`src/rtl/led_sequencer.sv`:
```
// Display scheduler between SW and LEDR: pass-through or timed chase/count/bounce patterns.
// Optional SEQ_SPEED_EN: SW[1:0] divide the animation step rate by 1/2/4/8.
module led_sequencer #(
    parameter int LEDR_SIZE       = 10,
    parameter int TICK_DIV        = 25000000,
    parameter int DEBOUNCE_CYCLES = 500000
) (
    input  logic                 CLOCK_50,
    input  logic                 reset,
    input  logic [LEDR_SIZE-1:0] SW,
    output logic [LEDR_SIZE-1:0] LEDR,
    output logic                 tick
);
    localparam int P  = LEDR_SIZE - 2;
    localparam int PW = (TICK_DIV > 2) ? $clog2(TICK_DIV) : 1;
    localparam int DW = $clog2(DEBOUNCE_CYCLES + 1);
    localparam logic [PW-1:0] PRE_LAST = PW'(TICK_DIV - 1);
    localparam logic [PW-1:0] PRE_PEN  = PW'(TICK_DIV - 2);
    localparam logic [DW-1:0] DB_MAX   = DW'(DEBOUNCE_CYCLES);

    typedef enum logic [2:0] {
        S_PASS, S_CHASE, S_COUNT, S_BNC_UP, S_BNC_DN
    } state_t;

    state_t        r_state;
    logic [1:0]    r_mode;
    logic [P-1:0]  r_pat;
    logic [PW-1:0] r_presc;
    logic [DW-1:0] r_dbcnt;
    logic [1:0]    r_req_prev;
    logic          r_tick;

    logic [1:0]    w_req;
    logic          w_stable;
    logic          w_adopt;
    logic          w_wrap;
    logic          w_rate_ok;
    logic          w_tick_next;

    assign w_req    = SW[P+1:P];
    assign w_stable = (w_req == r_req_prev);
    assign w_adopt  = (w_req != r_mode) && w_stable && (r_dbcnt == DB_MAX);
    assign w_wrap   = (r_presc == PRE_LAST);

`ifdef SEQ_SPEED_EN
    logic [2:0] r_wrap;
    logic [1:0] r_rate;
    logic [2:0] w_mask;

    // Tick only on wraps where the low rate bits of the wrap count are all ones.
    assign w_mask    = 3'((4'd1 << r_rate) - 4'd1);
    assign w_rate_ok = ((r_wrap & w_mask) == w_mask);

    always_ff @(posedge CLOCK_50) begin
        if (reset) begin
            r_wrap <= '0;
            r_rate <= '0;
        end else if (w_adopt) begin
            r_wrap <= '0;
            r_rate <= SW[1:0];
        end else if (w_wrap) begin
            r_wrap <= r_wrap + 3'd1;
            r_rate <= SW[1:0];
        end
    end
`else
    assign w_rate_ok = 1'b1;
`endif

    // tick is registered, so it is decided one cycle ahead of the prescaler's last count.
    assign w_tick_next = !w_adopt && (r_state != S_PASS) && (r_presc == PRE_PEN) && w_rate_ok;

    always_ff @(posedge CLOCK_50) begin
        if (reset) begin
            r_state    <= S_PASS;
            r_mode     <= 2'b00;
            r_pat      <= '0;
            r_presc    <= '0;
            r_dbcnt    <= '0;
            r_req_prev <= 2'b00;
            r_tick     <= 1'b0;
        end else begin
            r_req_prev <= w_req;
            r_tick     <= w_tick_next;
            r_presc    <= (w_adopt || w_wrap) ? '0 : r_presc + PW'(1);

            if ((w_req == r_mode) || !w_stable || w_adopt)
                r_dbcnt <= '0;
            else
                r_dbcnt <= r_dbcnt + DW'(1);

            if (w_adopt) begin
                r_mode <= w_req;
                case (w_req)
                    2'b01: begin
                        r_state <= S_CHASE;
                        r_pat   <= P'(1);
                    end
                    2'b10: begin
                        r_state <= S_COUNT;
                        r_pat   <= SW[P-1:0];
                    end
                    2'b11: begin
                        r_state <= S_BNC_UP;
                        r_pat   <= P'(1);
                    end
                    default: begin
                        r_state <= S_PASS;
                        r_pat   <= SW[P-1:0];
                    end
                endcase
            end else begin
                case (r_state)
                    S_PASS:  r_pat <= SW[P-1:0];
                    S_CHASE: if (r_tick) r_pat <= {r_pat[P-2:0], r_pat[P-1]};
                    S_COUNT: if (r_tick) r_pat <= r_pat + P'(1);
                    S_BNC_UP: begin
                        if (r_tick) begin
                            if (r_pat[P-1]) begin
                                r_pat   <= r_pat >> 1;
                                r_state <= S_BNC_DN;
                            end else begin
                                r_pat   <= r_pat << 1;
                            end
                        end
                    end
                    S_BNC_DN: begin
                        if (r_tick) begin
                            if (r_pat[0]) begin
                                r_pat   <= r_pat << 1;
                                r_state <= S_BNC_UP;
                            end else begin
                                r_pat   <= r_pat >> 1;
                            end
                        end
                    end
                    default: begin
                        r_state <= S_PASS;
                        r_mode  <= 2'b00;
                    end
                endcase
            end
        end
    end

    assign LEDR = {r_mode, r_pat};
    assign tick = r_tick;

endmodule

```
`config.mk`:
```
export PLATFORM = sky130hd
export DESIGN_NAME = led_sequencer
export DESIGN_NICKNAME = d
export VERILOG_FILES = /design/src/rtl/led_sequencer.sv
export SDC_FILE = /design/constraint.sdc
export NUM_CORES = 1
export LEC_CHECK = 0
export CAP_MARGIN = 10
export CORE_ASPECT_RATIO = 0.8
export CORE_MARGIN = 1
export CORE_UTILIZATION = 35
export CTS_CLUSTER_DIAMETER = 60
export DETAILED_ROUTE_END_ITERATION = 16
export SLEW_MARGIN = 25
export SYNTH_ARGS = -nofsm -noshare
export SYNTH_HDL_FRONTEND = slang
export SYNTH_SLANG_ARGS = --single-unit
```
`constraint.sdc`:
```
create_clock -name CLOCK_50 -period 2.21 [get_ports CLOCK_50]
set_input_delay 0.442 -clock CLOCK_50 [delete_from_list [all_inputs] [get_ports CLOCK_50]]
set_output_delay 0.442 -clock CLOCK_50 [all_outputs]
set_load 0.02 [all_outputs]
```
# Word-level counts from Yosys, hierarchy flattened
# Index checks and enable logic that the tools add are counted.
word_totals:
  register_bits: 60
  in_bits: 12
  output_inout_bits: 11
  wordCells: 68
classes:
  n_addsub: 3
  eq_ne: 21
  muxes: 18
  reduce_logical: 19
op_table:
  columns: ["operator", "n"]
  rows:
  - ["2-to-1 mux 8 bit", 8]
  - ["equality test 25 bit (second input constant)", 2]
  - ["one-hot mux 8 bit (5 select lines)", 1]
  - ["adder 25 x 1 -> 25 bit (second input constant)", 1]
  - ["adder 19 x 1 -> 19 bit (second input constant)", 1]
  - ["equality test 19 bit (second input constant)", 1]
  - ["inequality test 3 bit (second input constant)", 6]
  - ["2-to-1 mux 3 bit", 5]
  - ["AND reduction 5 bit", 2]
  - ["one-hot mux 3 bit (3 select lines)", 1]
  - ["adder 8 x 1 -> 8 bit (second input constant)", 1]
  - ["equality test 3 x 2 -> 1 bit (second input constant)", 2]
  - ["one-hot mux 2 bit (3 select lines)", 1]
  - ["nonzero test 6 bit", 1]
  - ["OR reduction 2 bit", 3]
  - ["OR reduction 5 bit", 1]
  - ["equality test 2 bit", 2]
  - ["equality test 2 bit (second input constant)", 2]
  - ["logical AND 1 bit", 4]
  - ["2-to-1 mux 2 bit", 2]
  - ["inequality test 2 x 1 -> 1 bit (second input constant)", 2]
  - ["equality test 3 x 1 -> 1 bit (second input constant)", 1]
  - ["equality test 3 bit (second input constant)", 1]
  - ["logical NOT 3 bit", 1]
  - ["other kinds (6)", 9]

# Longest topological paths before layout
# Gate-level depths: netlist (run 1).
logic_depth:
  depth_word: 6
  depth_mapped: 8
  mapped_depth_nobuf: 8

# Worst setup path after synthesis (run 1)
# No wires, ideal clock.
synth_path:
  kind: "reg-to-reg"
  start: "register r_state[2]"
  end: "register r_pat[6]"
  t_arrival_ns: 1.993
  required_time_ns: 2.151
  slack_ns: 0.157
  path_stages_with_launch: 9
  path_buffers: 2
  path_cell_list: "dfxtp_1 > buf_6 > or3b_1 > buf_2 > or4_1 > o21ai_1 > a22oi_1 > a2111oi_1 > a31o_1"
synth_between:
  elab_chain_cells: 3
  elab_cells_between_ends: 13
  classes_between: "eq/ne (8); mux (2); reduce/logical (3)"
synth_lines:
  columns: ["item", "line_no", "rtl"]
  rows:
  - ["from (decl)", "25", "state_t r_state;"]
  - ["from (signal assigned)", "75", "r_state <= S_PASS;"]
  - ["from (signal assigned)", "96", "r_state <= S_CHASE;"]
  - ["from (signal assigned)", "100", "r_state <= S_COUNT;"]
  - ["equality test 3 bit (tied with other cells)", "113", "case (r_state)"]
  - ["nonzero test 6 bit (no line) (tied with other cells)", null, null]
  - ["AND reduction 5 bit (no line) / 2-to-1 mux 8 bit (equally long branches)", null, null]
  - ["to (signal assigned)", "114", "S_PASS: r_pat <= SW[P-1:0];"]
  - ["to (signal assigned)", "115", "S_CHASE: if (r_tick) r_pat <= {r_pat[P-2:0], r_pat[P-1]};"]
  - ["to (signal assigned)", "116", "S_COUNT: if (r_tick) r_pat <= r_pat + P'(1);"]
  - ["to (decl)", "27", "logic [P-1:0] r_pat;"]
# Parallel ways exist; a longest one is shown, timed or not.
# A chain may end at the register's enable or synchronous reset.

# Worst setup path in the final report (run 1)
layout_path:
  start: "register r_state[1]"
  end: "register r_pat[3]"
# Same word-level chain as after synthesis.

==> reports/qor.yml, run 1 <==
fin_hold_ws_ns: 0.464
synth_top_area_share_pct: 36.6
irDropWorstVdd_v: 0.000474
final_util_pct: 46.3
powerDensity_nw_per_um2: 634
wl_per_cell_um: 13.8
cts_tree: "done"
maxSlewViolCount: 0
routed_wl_mm: 8.06
grt_max_degree: 26
drtIter0Drc: 166
rsz0062_at_grt: "false"
layout_commonest_cell: "nor2_1"
synth-compound-area-share_pct: 14.3
finClkSkew_ns: 0.00929
required_ns: 2.46
setup_ws_ns: 0.0788
synth.area.top_cells: "dfxtp_1, nor2_1, xor2_1"
critical_path_class: "reg2reg"
layout-drive-gt1-share_pct: 13.4
port-buffer-count: 22
finalSetupViolations: 0
clock_latency_ns: 0.32
synth_area_per_cell_um2: 7.90
critPathArrivalTime_ns: 2.38
synthMuxAreaShare_pct: 1.26
hold_viol: 0
async_flop_share_pct: 0
yosysTopAreaCell: "dfxtp_1"
critPathSlowestCell: "a311oi_2"
clkTransAtPathRegs_ns: 0.05
final.fill_count: 896
cts_buffers: 9
ys_warn_count: 0
initial_core_util_pct: 36.2
htree_levels: 3
cp_cell_sequence: "or3b_1 -> buf_4 -> a311o_1 -> and4_1 -> a311oi_2 -> o21ai_1 -> a21oi_1"
io_pins: 23
yosys.area_share.simple_pct: 29.0
area_growth_pct: 27.9
antenna_found_initial: 0
core_area_um2: 9080
fp.dieH_um: 88.7
stdcell_count: 585
synth_top_flop_cell: "dfxtp_1"
maxCapViolations: 0
setup.worst_path.start_class: "flip-flop"
synth_xor_area_share_pct: 12.0
row_count: 31
drtAntennaViolNets: 0
viasPerCell: 5.22
final_nets: 483
timing.slew.headroom_pct: 71.6
leakage_nw: 1.56
synth.distinct_cells: 54
place_hpwl_mm: 5.80
cts_buffer_depth: 2
period_minus_slack_ns: 2.13
synth_fa_ha_area_share_pct: 2.28
ys_seq_area_share_pct: 36.6
path_max_fanout: 6
status: "complete, no violations"
fp.dieW_um: 110
grt_usage_pct: 16.9
synth_edf_count: 0
die-area_um2: 9780
syn_inst: 416
synth_top_family_by_area: "simple AND/OR/NAND/NOR gates"
gp_congestion: 0.934
cts_sinks: 60
place_ws_ns: -0.250
dp.cells: 566
holdCritPathClass: "reg2reg"
max_slew.worst_pin.slew_ns: 0.425
post-route-period-util_pct: 96.4
grt-ovfl-total: 0
synth_area_um2: 3290
slowest_delay_ns: 0.41
vias: 3052
layout_common_cells: "nor2_1, dfxtp_1, buf_4, nand2_1, xor2_1"
drc: 0
dr.pass1.iters: 4
synth-seq-cells: 60
diodes: 0
ctsHoldBuffers: 0
cts_root_buf: "clkbuf_16"
grt_pass1_wl_mm: 12.9
timing.fmax_ghz: 0.469
power_w: 0.00266
first_global_vias: 2721
worst_setup_path_end_kind: "flip-flop"
synth_nets: 434
## synthesized netlist by cell type, drive strengths merged, types with 5 or more instances
cell type,number
nor2b,6
and2,5
nand3,25
xnor2,19
nand2,32
buf,5
and4,6
nand4,12
clkbuf,19
o21ai,13
inv,13
and3,5
dfxtp,60
xor2,26
nor2,71
nor3,10
a21oi,16
ha,6
## per-stage QoR
step           TNS (ns)  instance area (µm²)
6_report              0                 4200
3_3_place_gp      -6.30                 3840
3_5_place_dp      -6.62                 3840
4_1_cts               0                 4140
2_1_floorplan         0                 3290
5_1_grt               0                 4200
## final timing paths
path                     end  startpoint  cells after the start  slack (ns)
hold / removal    r_presc[0]  r_presc[0]                      1        0.46
setup / recovery    r_pat[3]  r_state[1]                      7        0.08
setup reg to reg    r_pat[3]  r_state[1]                      7        0.08
hold reg to reg   r_presc[0]  r_presc[0]                      1        0.46
## cell families after synthesis
| family | count (synthesis) |
|---|---|
| AOI/OAI and AO/OA | 69 |
| xor gates and xnor gates | 45 |
| adders and majority gates | 6 |
| buffers and inverters | 37 |
| DFF | 60 |
| muxes | 4 |
| and+or+nand+nor | 195 |
## area by class of cell
type                    count  area [µm²]  area share, %
flip-flops and latches     60        1200           28.6
repair buffers             62         553           13.2
inverters                  13        48.8           1.16
clock inverters             7        76.3           1.82
clock buffers               9         225           5.36
multi-input cells         319        1950           46.5
well taps                 115         144           3.42
## sequential cells by signal, summed over array words and instances (netlist names)
name,flops
r_pat,8
r_mode,2
r_presc,25
r_state,3
r_req_prev,2
tick,1
r_dbcnt,19
## critical path: cells and delay by family (launching register included)
kind,cells,cell delay [ns]
and+or+nand+nor,2,0.57
buffers and inverters,1,0.17
DFF,1,0.38
AOI/OAI and AO/OA,4,0.93
## routing by layer
metal	GRT usage [%]	vias to the layer above	wire length (µm)
li1	-	1561	-
met1	24.5	1431	4090
met2	25.0	51	3460
met3	4.20	9	439
met4	4.31	0	68
met5	0	-	0
## where the power goes
group,total [W],switching [W],leakage (nW),internal (W)
Combinational,0.000160,0.0000810,0.933,0.0000793
Sequential,0.00112,0.0000205,0.487,0.00110
Clock,0.00138,0.000507,0.142,0.000877
Total,0.00266,0.000608,1.56,0.00205
## what timing repair did
item,4_1_cts,5_1_grt
endpoints found under the setup margin,1,25
gates resized for setup,1,5
cloned,0,1
buffers inserted,0,2
endpoints found under the hold margin,0,0
pin swaps,0,3
Note: power is estimated with default switching activity, not from simulation.
==> run 2: changes to the inputs <==
--- a/config.mk
+++ b/config.mk
@@ -5,6 +5,7 @@
 export SDC_FILE = /design/constraint.sdc
 export NUM_CORES = 1
 export LEC_CHECK = 0
+export ABC_CLOCK_PERIOD_IN_PS = 2210
 export CAP_MARGIN = 10
 export CORE_ASPECT_RATIO = 0.8
 export CORE_MARGIN = 1
==> results of run 2 <==
The final DEF is identical to that of run 1; final timing and power are the same.
